$ cat config.mk
export PLATFORM = sky130hd
export DESIGN_NAME = arbitro_memoria
export DESIGN_NICKNAME = d
export VERILOG_FILES = /design/src/rtl/arbitro_memoria.sv
export SDC_FILE = /design/constraint.sdc
export NUM_CORES = 1
export LEC_CHECK = 0
export ABC_CLOCK_PERIOD_IN_PS = 11000
export BUFFER_PORTS_ARGS = -buffer_cell sky130_fd_sc_hd__buf_2
export CAP_MARGIN = 20
export CORE_AREA = 2 2 141 88
export CTS_CLUSTER_DIAMETER = 200
export DETAILED_ROUTE_END_ITERATION = 6
export DIE_AREA = 0 0 143 90
export GPL_ROUTABILITY_DRIVEN = 0
export PLACE_DENSITY = 0.95
export SYNTH_ARGS = -nofsm -noshare
export SYNTH_HDL_FRONTEND = slang
export SYNTH_SLANG_ARGS = --single-unit
$ cat constraint.sdc
create_clock -name clock -period 11 [get_ports clock]
set_input_delay 0.55 -clock clock [delete_from_list [all_inputs] [get_ports clock]]
set_output_delay 0.55 -clock clock [all_outputs]
set_load 0.1 [all_outputs]
$ cat src/rtl/arbitro_memoria.sv
// ---------------------------------------------------------------------------
// arbitro_memoria
//
// Arbitrates a single shared memory between an instruction-fetch port and a
// data port. Only one memory transaction is in flight at any time. Each
// transaction runs IDLE -> WAIT -> RESP. The winner's ready output pulses for
// one cycle, LATENCY+2 cycles after the request is accepted.
//
// Parameters
//   LATENCY      memory cycles from the ram_en pulse to valid ram_rdata (1..15)
//   GUARD_LIMIT  consecutive data grants tolerated while fetch waits (1..15)
//
// Optional feature (compile-time macro)
//   ARB_STARVATION_GUARD_EN  defined   : fetch preempts data after GUARD_LIMIT
//                                        consecutive data grants while fetch waits
//                            undefined : strict data-port priority
//
// Ports
//   clock, reset          rising-edge clock, asynchronous active-high reset
//   if_req/if_addr        fetch request (held until if_ready) and PC
//   if_rdata/if_ready     fetched instruction and one-cycle completion pulse
//   dm_req/dm_we          data request (held until dm_ready), write qualifier
//   dm_addr/dm_wdata      data address and store data
//   dm_rdata/dm_ready     load data and one-cycle completion pulse
//   ram_en/ram_we         one-cycle access strobe and write qualifier
//   ram_addr/ram_wdata    address/data, held from ram_en until the response
//   ram_rdata             memory read data, valid LATENCY cycles after ram_en
// ---------------------------------------------------------------------------
module arbitro_memoria #(
    parameter int LATENCY     = 2,
    parameter int GUARD_LIMIT = 4
) (
    input  logic        clock,
    input  logic        reset,
    input  logic        if_req,
    input  logic [31:0] if_addr,
    output logic [31:0] if_rdata,
    output logic        if_ready,
    input  logic        dm_req,
    input  logic        dm_we,
    input  logic [31:0] dm_addr,
    input  logic [31:0] dm_wdata,
    output logic [31:0] dm_rdata,
    output logic        dm_ready,
    output logic        ram_en,
    output logic        ram_we,
    output logic [31:0] ram_addr,
    output logic [31:0] ram_wdata,
    input  logic [31:0] ram_rdata
);

    typedef enum logic [1:0] {
        IDLE = 2'd0,
        WAIT = 2'd1,
        RESP = 2'd2
    } state_t;

    state_t      r_state;
    logic [3:0]  r_waitCnt;
    logic        r_isFetch;
    logic        r_isWrite;
    logic        r_ramEn;
    logic        r_ramWe;
    logic [31:0] r_ramAddr;
    logic [31:0] r_ramWdata;
    logic [31:0] r_ifRdata;
    logic [31:0] r_dmRdata;
    logic        r_ifReady;
    logic        r_dmReady;

    logic w_anyReq;
    logic w_fetchWins;
    logic w_guardTrip;

    assign w_anyReq = if_req | dm_req;

    // Data normally wins so the pipeline can drain; fetch only wins when it is
    // alone or when the starvation guard has tripped.
    assign w_fetchWins = if_req & (~dm_req | w_guardTrip);

`ifdef ARB_STARVATION_GUARD_EN
    logic [3:0] r_guardCnt;

    assign w_guardTrip = if_req & (r_guardCnt == 4'(GUARD_LIMIT));

    // Counts data grants that overtook a waiting fetch. Any grant without a
    // waiting fetch, or a fetch grant, starts the count over. The trip forces
    // a fetch grant, so the count never exceeds GUARD_LIMIT.
    always_ff @(posedge clock or posedge reset) begin
        if (reset) begin
            r_guardCnt <= 4'd0;
        end else if (r_state == IDLE && w_anyReq) begin
            if (w_fetchWins || !if_req) begin
                r_guardCnt <= 4'd0;
            end else begin
                r_guardCnt <= r_guardCnt + 4'd1;
            end
        end
    end
`else
    // Without the guard, fetch never preempts data. GUARD_LIMIT is legal only
    // in 1..15, so this term is always zero; it keeps both builds sharing one
    // parameter list.
    assign w_guardTrip = 1'b0 & (GUARD_LIMIT == 0);
`endif

    // Transaction FSM. Every output is a register. Strobes default low each
    // cycle so ram_en and the ready pulses last exactly one cycle. The
    // address and write data stay put until the next grant.
    always_ff @(posedge clock or posedge reset) begin
        if (reset) begin
            r_state    <= IDLE;
            r_waitCnt  <= 4'd0;
            r_isFetch  <= 1'b0;
            r_isWrite  <= 1'b0;
            r_ramEn    <= 1'b0;
            r_ramWe    <= 1'b0;
            r_ramAddr  <= 32'd0;
            r_ramWdata <= 32'd0;
            r_ifRdata  <= 32'd0;
            r_dmRdata  <= 32'd0;
            r_ifReady  <= 1'b0;
            r_dmReady  <= 1'b0;
        end else begin
            r_ramEn   <= 1'b0;
            r_ramWe   <= 1'b0;
            r_ifReady <= 1'b0;
            r_dmReady <= 1'b0;
            case (r_state)
                IDLE: begin
                    if (w_anyReq) begin
                        r_isFetch  <= w_fetchWins;
                        r_isWrite  <= ~w_fetchWins & dm_we;
                        r_ramEn    <= 1'b1;
                        r_ramWe    <= ~w_fetchWins & dm_we;
                        r_ramAddr  <= w_fetchWins ? if_addr : dm_addr;
                        r_ramWdata <= (~w_fetchWins & dm_we) ? dm_wdata : 32'd0;
                        r_waitCnt  <= 4'(LATENCY);
                        r_state    <= WAIT;
                    end
                end
                WAIT: begin
                    // The count holds LATENCY during the ram_en cycle, so it
                    // reaches zero exactly when ram_rdata becomes valid.
                    if (r_waitCnt == 4'd0) begin
                        if (r_isFetch) begin
                            r_ifRdata <= ram_rdata;
                            r_ifReady <= 1'b1;
                        end else begin
                            if (!r_isWrite) begin
                                r_dmRdata <= ram_rdata;
                            end
                            r_dmReady <= 1'b1;
                        end
                        r_state <= RESP;
                    end else begin
                        r_waitCnt <= r_waitCnt - 4'd1;
                    end
                end
                RESP: begin
                    r_state <= IDLE;
                end
                default: begin
                    r_state <= IDLE;
                end
            endcase
        end
    end

    assign if_rdata  = r_ifRdata;
    assign if_ready  = r_ifReady;
    assign dm_rdata  = r_dmRdata;
    assign dm_ready  = r_dmReady;
    assign ram_en    = r_ramEn;
    assign ram_we    = r_ramWe;
    assign ram_addr  = r_ramAddr;
    assign ram_wdata = r_ramWdata;

endmodule

==> metrics.cfg, run 1 <==
[run_status]
status=completed

[worst_setup_path]
max_stage_delay_ns=0.78
crit_required_ns=11.28
rr_worst_depth=5
timing.rr.start=r_waitCnt[0]
endpoint_kind=flip-flop
r2r-end=dm_rdata[3]
crit_chain=inv_1 -> ha_1 -> or3b_4 -> or4_4 -> mux2_4
critPathSlowestCell=or4_4
r2r_slack_ns=8.50
startpoint_type=flip-flop
critPathBufInv=1
worstSetupPathType=reg2reg
cp_max_fo=32
path_delay_family=simple AND/OR/NAND/NOR gates
crit_arrival_ns=2.78

[global_route]
grt_use_total_pct=22.4
grt_pass1_vias=4494
grt_overflow=0
grt_max_degree=76
antenna_found_initial=0
grt_pass1_wl_um=22700

[floorplan]
io_pins=265
core-area_um2=11700
start_util_pct=48.4
fp.dieH_um=90
die_width_um=143
die_area_um2=12900
rows=31

[clock_network]
cts_sinks=140
clk_pin_slew_ns=0.06
clk_latency_ns=0.40
postCtsSetupBuffers=0
cts_resized=0
ctsHoldBuffers=0
clock-root-buffer=clkbuf_16
tritoncts=yes
clockBufferDepth=2
numCtsBuffers=17
cts.htree.levels=4

[place]
io_buffers=264
pre_cts_ws_ns=8.54
dp_hpwl_um=10500
dpl_cell_area_um2=7050

[sta]
fin_setup_tns_ns=0
relSlewSlack_pct=29.2
skew_ns=0.00733
min_period_ns=2.50
fmax_mhz=400
tightest_slew_ns=1.06
hold_viol=0
final.setup.worst_slack_ns=8.50
period_share_pct=22.7
rsz0062_at_grt=no
finalMaxSlewViolations=0
report.final.setup_viol=0

[route]
drt_iter0_markers=196
wl_per_cell_um=17.1
viasPerCell=5.21
drt_pass1_iterations=4
detail-route-antenna-nets=0
num_vias=4347
routed_wirelength_um=14300
drc=0

[cells_and_area]
drive_above_1_share_pct=55.5
final_core_util_pct=65.7
antennaDiodeCount=0
nets=790
syn_to_final_growth_pct=35.9
stdcell_area_um2=7680

[synth]
yosys.area.top_type=dfrtp_1
yosysSeqAreaShare_pct=62.0
ys_types=32
ys_seq_elements=140
syn_nets=532
yosys-top-cells-area=dfrtp_1 (62%), mux2_4 (8.0%), mux2_2 (6.8%)
synth_top_area_share_pct=62.0
syn_avg_cell_area_um2=14.2
syn_inst=398
syn_area_um2=5650
ys.warnings.count=0

[hold_path]
min_path_type=in2async

[flow_run]
drv_cap=0

[sequential cells by signal, indices dropped and copies added, names as in the netlist, 2 cells and up]
name,cells
if_rdata,32
r_waitCnt,4
ram_wdata,32
dm_rdata,32
ram_addr,32
r_state,2
[through the flow]
| step | cells | hold slack [ns] |
|---|---|---|
| finish | 834 | 0.224 |
| global route | 834 | 0.260 |
| CTS | 832 | 0.236 |
| detailed placement | 800 | 0.487 |
| global placement | 800 | 0.483 |
| floorplan | 398 | 0.448 |
[per-layer routing]
| metal | GRT usage (%) | routed length [um] | vias to the layer above |
|---|---|---|---|
| li1 | - | - | 1962 |
| met1 | 27.6 | 5970 | 2165 |
| met2 | 38.2 | 7140 | 196 |
| met3 | 5.91 | 921 | 24 |
| met4 | 7.59 | 243 | 0 |
| met5 | 0 | 0 | - |
[worst max path at each step]
stage / depth (start not counted) / slack, ns / start / end
4_1_cts: 5 / 8.54 / r_waitCnt[0] / dm_rdata[25]
5_1_grt: 5 / 8.44 / r_waitCnt[0] / dm_rdata[25]
3_5_place_dp: 5 / 8.54 / r_waitCnt[0] / dm_rdata[3]
3_3_place_gp: 5 / 8.66 / r_waitCnt[0] / dm_rdata[21]
2_1_floorplan: 1 / 6.70 / reset / dm_rdata[0]
6_report: 5 / 8.50 / r_waitCnt[0] / dm_rdata[3]
[synth_stat cells]
| library cell | count |
|---|---|
| a21o_1 | 1 |
| a21oi_1 | 3 |
| a22o_1 | 32 |
| a31oi_1 | 1 |
| and3_1 | 2 |
| and3_2 | 1 |
| buf_1 | 1 |
| buf_12 | 3 |
| buf_2 | 3 |
| buf_6 | 1 |
| clkbuf_1 | 22 |
| dfrtp_1 | 140 |
| ha_1 | 1 |
| inv_1 | 5 |
| mux2_2 | 34 |
| mux2_4 | 30 |
| mux2i_1 | 33 |
| nand2_1 | 1 |
| nand2b_1 | 2 |
| nand3_1 | 1 |
| nand4b_1 | 1 |
| nor2_1 | 3 |
| nor2b_1 | 1 |
| nor3_1 | 1 |
| nor3b_1 | 1 |
| nor4_1 | 1 |
| o21ai_0 | 68 |
| o21bai_1 | 1 |
| o22ai_1 | 1 |
| or2_2 | 1 |
| or3b_4 | 1 |
| or4_4 | 1 |
[final cells by class]
| type | instances | area (um2) |
|---|---|---|
| timing repair buffer | 269 | 1390 |
| multi-input combinational | 223 | 1970 |
| inverter | 5 | 23.8 |
| clock buffer | 20 | 447 |
| sequential | 140 | 3500 |
| fill | 841 | 4000 |
| clock inverter | 12 | 139 |
| tap | 165 | 206 |
[logic make-up (layout without fill, tap and decap cells)]
family,Yosys count,after routing,synth area share [%]
AND/OR/NAND/NOR,18,18,2.04
AO/OA/AOI/OAI,107,107,11.7
flip-flops,140,140,62.0
multiplexers,97,97,20.6
buffers and inverters,35,306,3.39
adder cells (fa/ha/maj),1,1,0.221
[cell usage in the layout (no fill, tap or decap), types with 2 or more instances in the layout]
cell type and count:
mux2i_1 33, bufinv_16 2, a22o_1 32, inv_1 4, dfrtp_1 140, clkinv_2 2
inv_6 3, clkbuf_16 17, clkinv_4 5, mux2_2 34, a21oi_1 3, o21ai_0 67
and3_1 2, buf_2 264, nor2_1 2, mux2_4 30, buf_4 3, clkbuf_1 2
Power of run 1 is not shown: default switching activity piles up to over one toggle a cycle in this logic, so the estimate is an artifact.
==> run 2: changes to the inputs <==
Settings changed: ABC_CLOCK_PERIOD_IN_PS 11000 to 2400, CORE_AREA 2 2 141 88 to 2 2 145 90, DIE_AREA 0 0 143 90 to 0 0 147 92, PLACE_DENSITY 0.95 to 0.91.
Clock period 11 ns to 2.4 ns, I/O delays scaled along.
==> metrics.cfg, run 2 (same netlist as run 1, synthesis figures left out) <==
[global_route]
antenna_found_initial=0  ; unchanged
grt_pass1_vias=4825  ; +7.4%
grt_max_degree=81  ; +6.6%
grt_overflow=0  ; unchanged
grt_pass1_wl_um=25400  ; +12%
grt_use_total_pct=24.1  ; +1.7 points

[sta]
finalMaxSlewViolations=0  ; unchanged
hold_viol=0  ; unchanged
tightest_slew_ns=0.562  ; -0.500 ns
period_share_pct=96.5  ; +74 points
rsz0062_at_grt=no
min_period_ns=2.32  ; -0.182 ns
report.final.setup_viol=0  ; unchanged
relSlewSlack_pct=62.5  ; +33 points
skew_ns=0.00851  ; +0.00118 ns
fin_setup_tns_ns=0  ; unchanged
fmax_mhz=432  ; +7.8%

[worst_setup_path]
cp_max_fo=32  ; unchanged
rr_worst_depth=6  ; +1
crit_arrival_ns=2.59  ; -0.19 ns
startpoint_type=flip-flop
worstSetupPathType=reg2reg
endpoint_kind=flip-flop
crit_required_ns=2.68  ; -8.60 ns

[clock_network]
clockBufferDepth=2  ; unchanged
cts_sinks=140  ; unchanged
postCtsSetupBuffers=0  ; unchanged
clk_latency_ns=0.40  ; about the same
numCtsBuffers=17  ; unchanged
ctsHoldBuffers=69  ; +69
cts.htree.levels=4  ; unchanged
tritoncts=yes
clk_pin_slew_ns=0.06  ; about the same
cts_resized=0  ; unchanged
clock-root-buffer=clkbuf_16

[cells_and_area]
nets=863  ; +9.2%
final_core_util_pct=67.8  ; +2.1 points
layout_commonest_cell=buf_2
drive_above_1_share_pct=50.7  ; -4.7 points
mostFrequentLayoutCells=buf_2 (264), dfrtp_1 (140), dlygate4sd3_1 (69), o21ai_0 (67), mux2_2 (34)
syn_to_final_growth_pct=49.0
antennaDiodeCount=0  ; unchanged

[route]
routed_wirelength_um=16100  ; +13%
drt_iter0_markers=206  ; +5.1%
num_vias=4576  ; +5.3%
wl_per_cell_um=17.6  ; +3.1%
viasPerCell=5.02  ; -3.6%
detail-route-antenna-nets=0  ; unchanged
drc=0  ; unchanged
drt_pass1_iterations=5  ; +1

[floorplan]
io_pins=265  ; unchanged
start_util_pct=45.5  ; -2.9 points
die_width_um=147  ; +2.8%
core-area_um2=12400  ; +6.3%
fp.dieH_um=92  ; +2.2%
rows=32  ; +3.2%
die_area_um2=13500  ; +5.1%

[place]
io_buffers=264  ; unchanged
dp_hpwl_um=10000  ; -4.2%

[hold_path]
min_path_cells=3
min_path_type=in2reg

[flow_run]
drv_cap=0  ; unchanged

[run_status]
status=completed

-- run 2: critical path, cell delays in order, from the launching register on --
cell and delay (ns):
dfrtp_1 0.37, inv_1 0.09, ha_1 0.22, or3b_4 0.43, or4_4 0.51, buf_12 0.21
mux2_4 0.33
-- run 2: through the flow --
stage | std cells | hold slack, ns | cell area (um2) | setup slack (ns)
after global placement | 810 | 0.136 | 7130 | 0.190
after CTS | 910 | 0.00116 | 8400 | 0.114
after global routing | 911 | 0.0187 | 8420 | 0.0349
after detailed placement | 810 | 0.146 | 7130 | 0.128
after floorplan | 398 | 0.206 | 5650 | 0.203
final | 911 | 0.0122 | 8420 | 0.0847
-- run 2: metal layers --
| metal | vias to the layer above | GRT usage (%) | routed length, um |
|---|---|---|---|
| met5 | - | 0 | 0 |
| met4 | 0 | 6.57 | 188 |
| met3 | 16 | 6.37 | 1070 |
| li1 | 2110 | - | - |
| met2 | 204 | 42.3 | 8150 |
| met1 | 2246 | 29.8 | 6670 |
-- run 2: path summary, 6_finish.rpt --
| kind | startpoint | to | slack (ns) |
|---|---|---|---|
| max in group asynchronous | reset | dm_rdata[22] | 1.26 |
| worst min register to register | r_isFetch | dm_ready | 0.50 |
| worst max-delay path | r_waitCnt[0] | dm_rdata[29] | 0.08 |
| min in group asynchronous | reset | dm_rdata[17] | 0.29 |
| worst min-delay path | dm_addr[8] | ram_addr[8] | 0.01 |
| worst max register to register | r_waitCnt[0] | dm_rdata[29] | 0.08 |
-- run 2: layout make-up --
type                       count  area [um2]
fill                         860        3990
sequential                   140        3500
timing repair buffer         342        2130
multi-input combinational    223        1970
clock buffer                  18         439
tap                          170         213
clock inverter                13         140
inverter                       5        22.5
Power of run 2 is left out for the same reason.
==> run 3: changes to the inputs <==
Settings changed: RECOVER_POWER set to 25.
==> metrics.cfg, run 3 (same netlist as run 1, synthesis figures left out) <==
[clock_network]
clock-root-buffer=clkbuf_16
clockBufferDepth=2  ; unchanged
cts_sinks=140  ; unchanged
cts_resized=0  ; unchanged
numCtsBuffers=17  ; unchanged
clk_pin_slew_ns=0.06  ; about the same
tritoncts=yes
cts.htree.levels=4  ; unchanged
clk_latency_ns=0.40  ; about the same

[cells_and_area]
layoutNonFillerInstCount=911  ; unchanged
mostFrequentLayoutCells=buf_2 (263), dfrtp_1 (140), dlygate4sd3_1 (69), o21ai_0 (68), mux2_2 (34)
antennaDiodeCount=0  ; unchanged
fill_cells=863  ; +0.35%
layout_commonest_cell=buf_2
nets=863  ; unchanged
multi_input_area_um2=1960  ; -0.57%
drive_above_1_share_pct=50.5  ; -0.27 points
syn_to_final_growth_pct=48.5
final-seq-area_um2=3500  ; unchanged
stdcell_area_um2=8390  ; -0.36%

[global_route]
grt_pass1_vias=4825  ; unchanged
grt_use_total_pct=24.1  ; unchanged
antenna_found_initial=0  ; unchanged
grt_pass1_wl_um=25400  ; unchanged
grt_max_degree=81  ; unchanged
grt_overflow=0  ; unchanged

[floorplan]
core-area_um2=12400  ; unchanged
rows=32  ; unchanged
fp.dieH_um=92  ; unchanged
die_area_um2=13500  ; unchanged
die_width_um=147  ; unchanged
start_util_pct=45.5  ; unchanged
io_pins=265  ; unchanged

[place]
dp_hpwl_um=10000  ; unchanged
dp_cells=810  ; unchanged
io_buffers=264  ; unchanged
dpl_cell_area_um2=7130  ; unchanged

[route]
drt_pass1_iterations=4  ; -1
viasPerCell=5.04  ; +0.37%
drt_iter0_markers=217  ; +5.3%
wl_per_cell_um=17.7  ; about the same
routed_wirelength_um=16100  ; about the same
detail-route-antenna-nets=0  ; unchanged
num_vias=4593  ; +0.37%
drc=0  ; unchanged

[worst_setup_path]
rr_worst_depth=6  ; unchanged
crit_chain=inv_1 -> ha_1 -> or3b_4 -> or4_4 -> buf_12 -> mux2_4
r2r-end=dm_rdata[29]
crit_arrival_ns=2.59  ; about the same
r2r_slack_ns=0.08  ; about the same
cp_max_fo=32  ; unchanged
startpoint_type=flip-flop
max_stage_delay_ns=0.51  ; about the same
crit_required_ns=2.68  ; about the same
endpoint_kind=flip-flop
timing.rr.start=r_waitCnt[0]
critPathSlowestCell=or4_4
startpoint=r_waitCnt[0]
worstSetupPathType=reg2reg

[hold_path]
min_path_cells=3  ; unchanged
holdPathEnd=ram_addr[8]
min_path_type=in2reg
min-delay-start=dm_addr[8]

[sta]
skew_ns=0.00912  ; +0.000604 ns
period_share_pct=96.5  ; about the same
fin_setup_tns_ns=0  ; unchanged
tightest_slew_ns=1.05  ; +0.490 ns
min_period_ns=2.32  ; +0.000106 ns
hold_viol=0  ; unchanged
report.final.setup_viol=0  ; unchanged
hold_slack_ns=0.0125  ; +0.000296 ns
fmax_mhz=432  ; about the same
rsz0062_at_grt=no
relSlewSlack_pct=29.9  ; -33 points
finalMaxSlewViolations=0  ; unchanged

[run_status]
status=completed

[flow_run]
drv_cap=0  ; unchanged

-- run 3: worst max-delay path, delay by kind of cell (launching register included) --
kind / cells / cell delay, ns
buf+inv: 2 / 0.30
mux: 1 / 0.33
flops: 1 / 0.37
simple gates: 2 / 0.94
fa+ha+maj: 1 / 0.22
-- run 3: area by class of cell --
cell class	instances	area share [%]
inverter	5	0.239
multi-input combinational	223	23.4
tap	170	2.54
timing repair buffer	342	25.2
clock inverter	13	1.67
sequential	140	41.8
clock buffer	18	5.24
-- run 3: timing repair --
item,in CTS,in global routing
hold buffers,69,0
buffers inserted,0,0
hold endpoints to repair,116,0
-- run 3: layer usage --
| layer | global-route usage [%] | vias up | part of all wire [%] |
|---|---|---|---|
| met5 | 0 | - | 0 |
| met2 | 42.3 | 204 | 51 |
| met4 | 6.57 | 0 | 1.2 |
| li1 | - | 2108 | - |
| met3 | 6.37 | 16 | 6.5 |
| met1 | 29.8 | 2265 | 41 |
-- run 3: worst max-delay path by stage --
stage	end	depth (start not counted)
6_report	dm_rdata[29]	6
5_1_grt	dm_rdata[29]	6
4_1_cts	dm_rdata[16]	6
3_5_place_dp	dm_rdata[0]	6
3_3_place_gp	dm_rdata[22]	6
2_1_floorplan	dm_rdata[0]	7
-- run 3: metrics by stage --
step           utilization [%]  setup slack, ns
2_1_floorplan                -            0.203
3_3_place_gp              57.4            0.190
3_5_place_dp              57.4            0.128
4_1_cts                   67.7            0.114
5_1_grt                   67.6           0.0349
6_report                  67.6           0.0846
Power of run 3 is left out for the same reason.
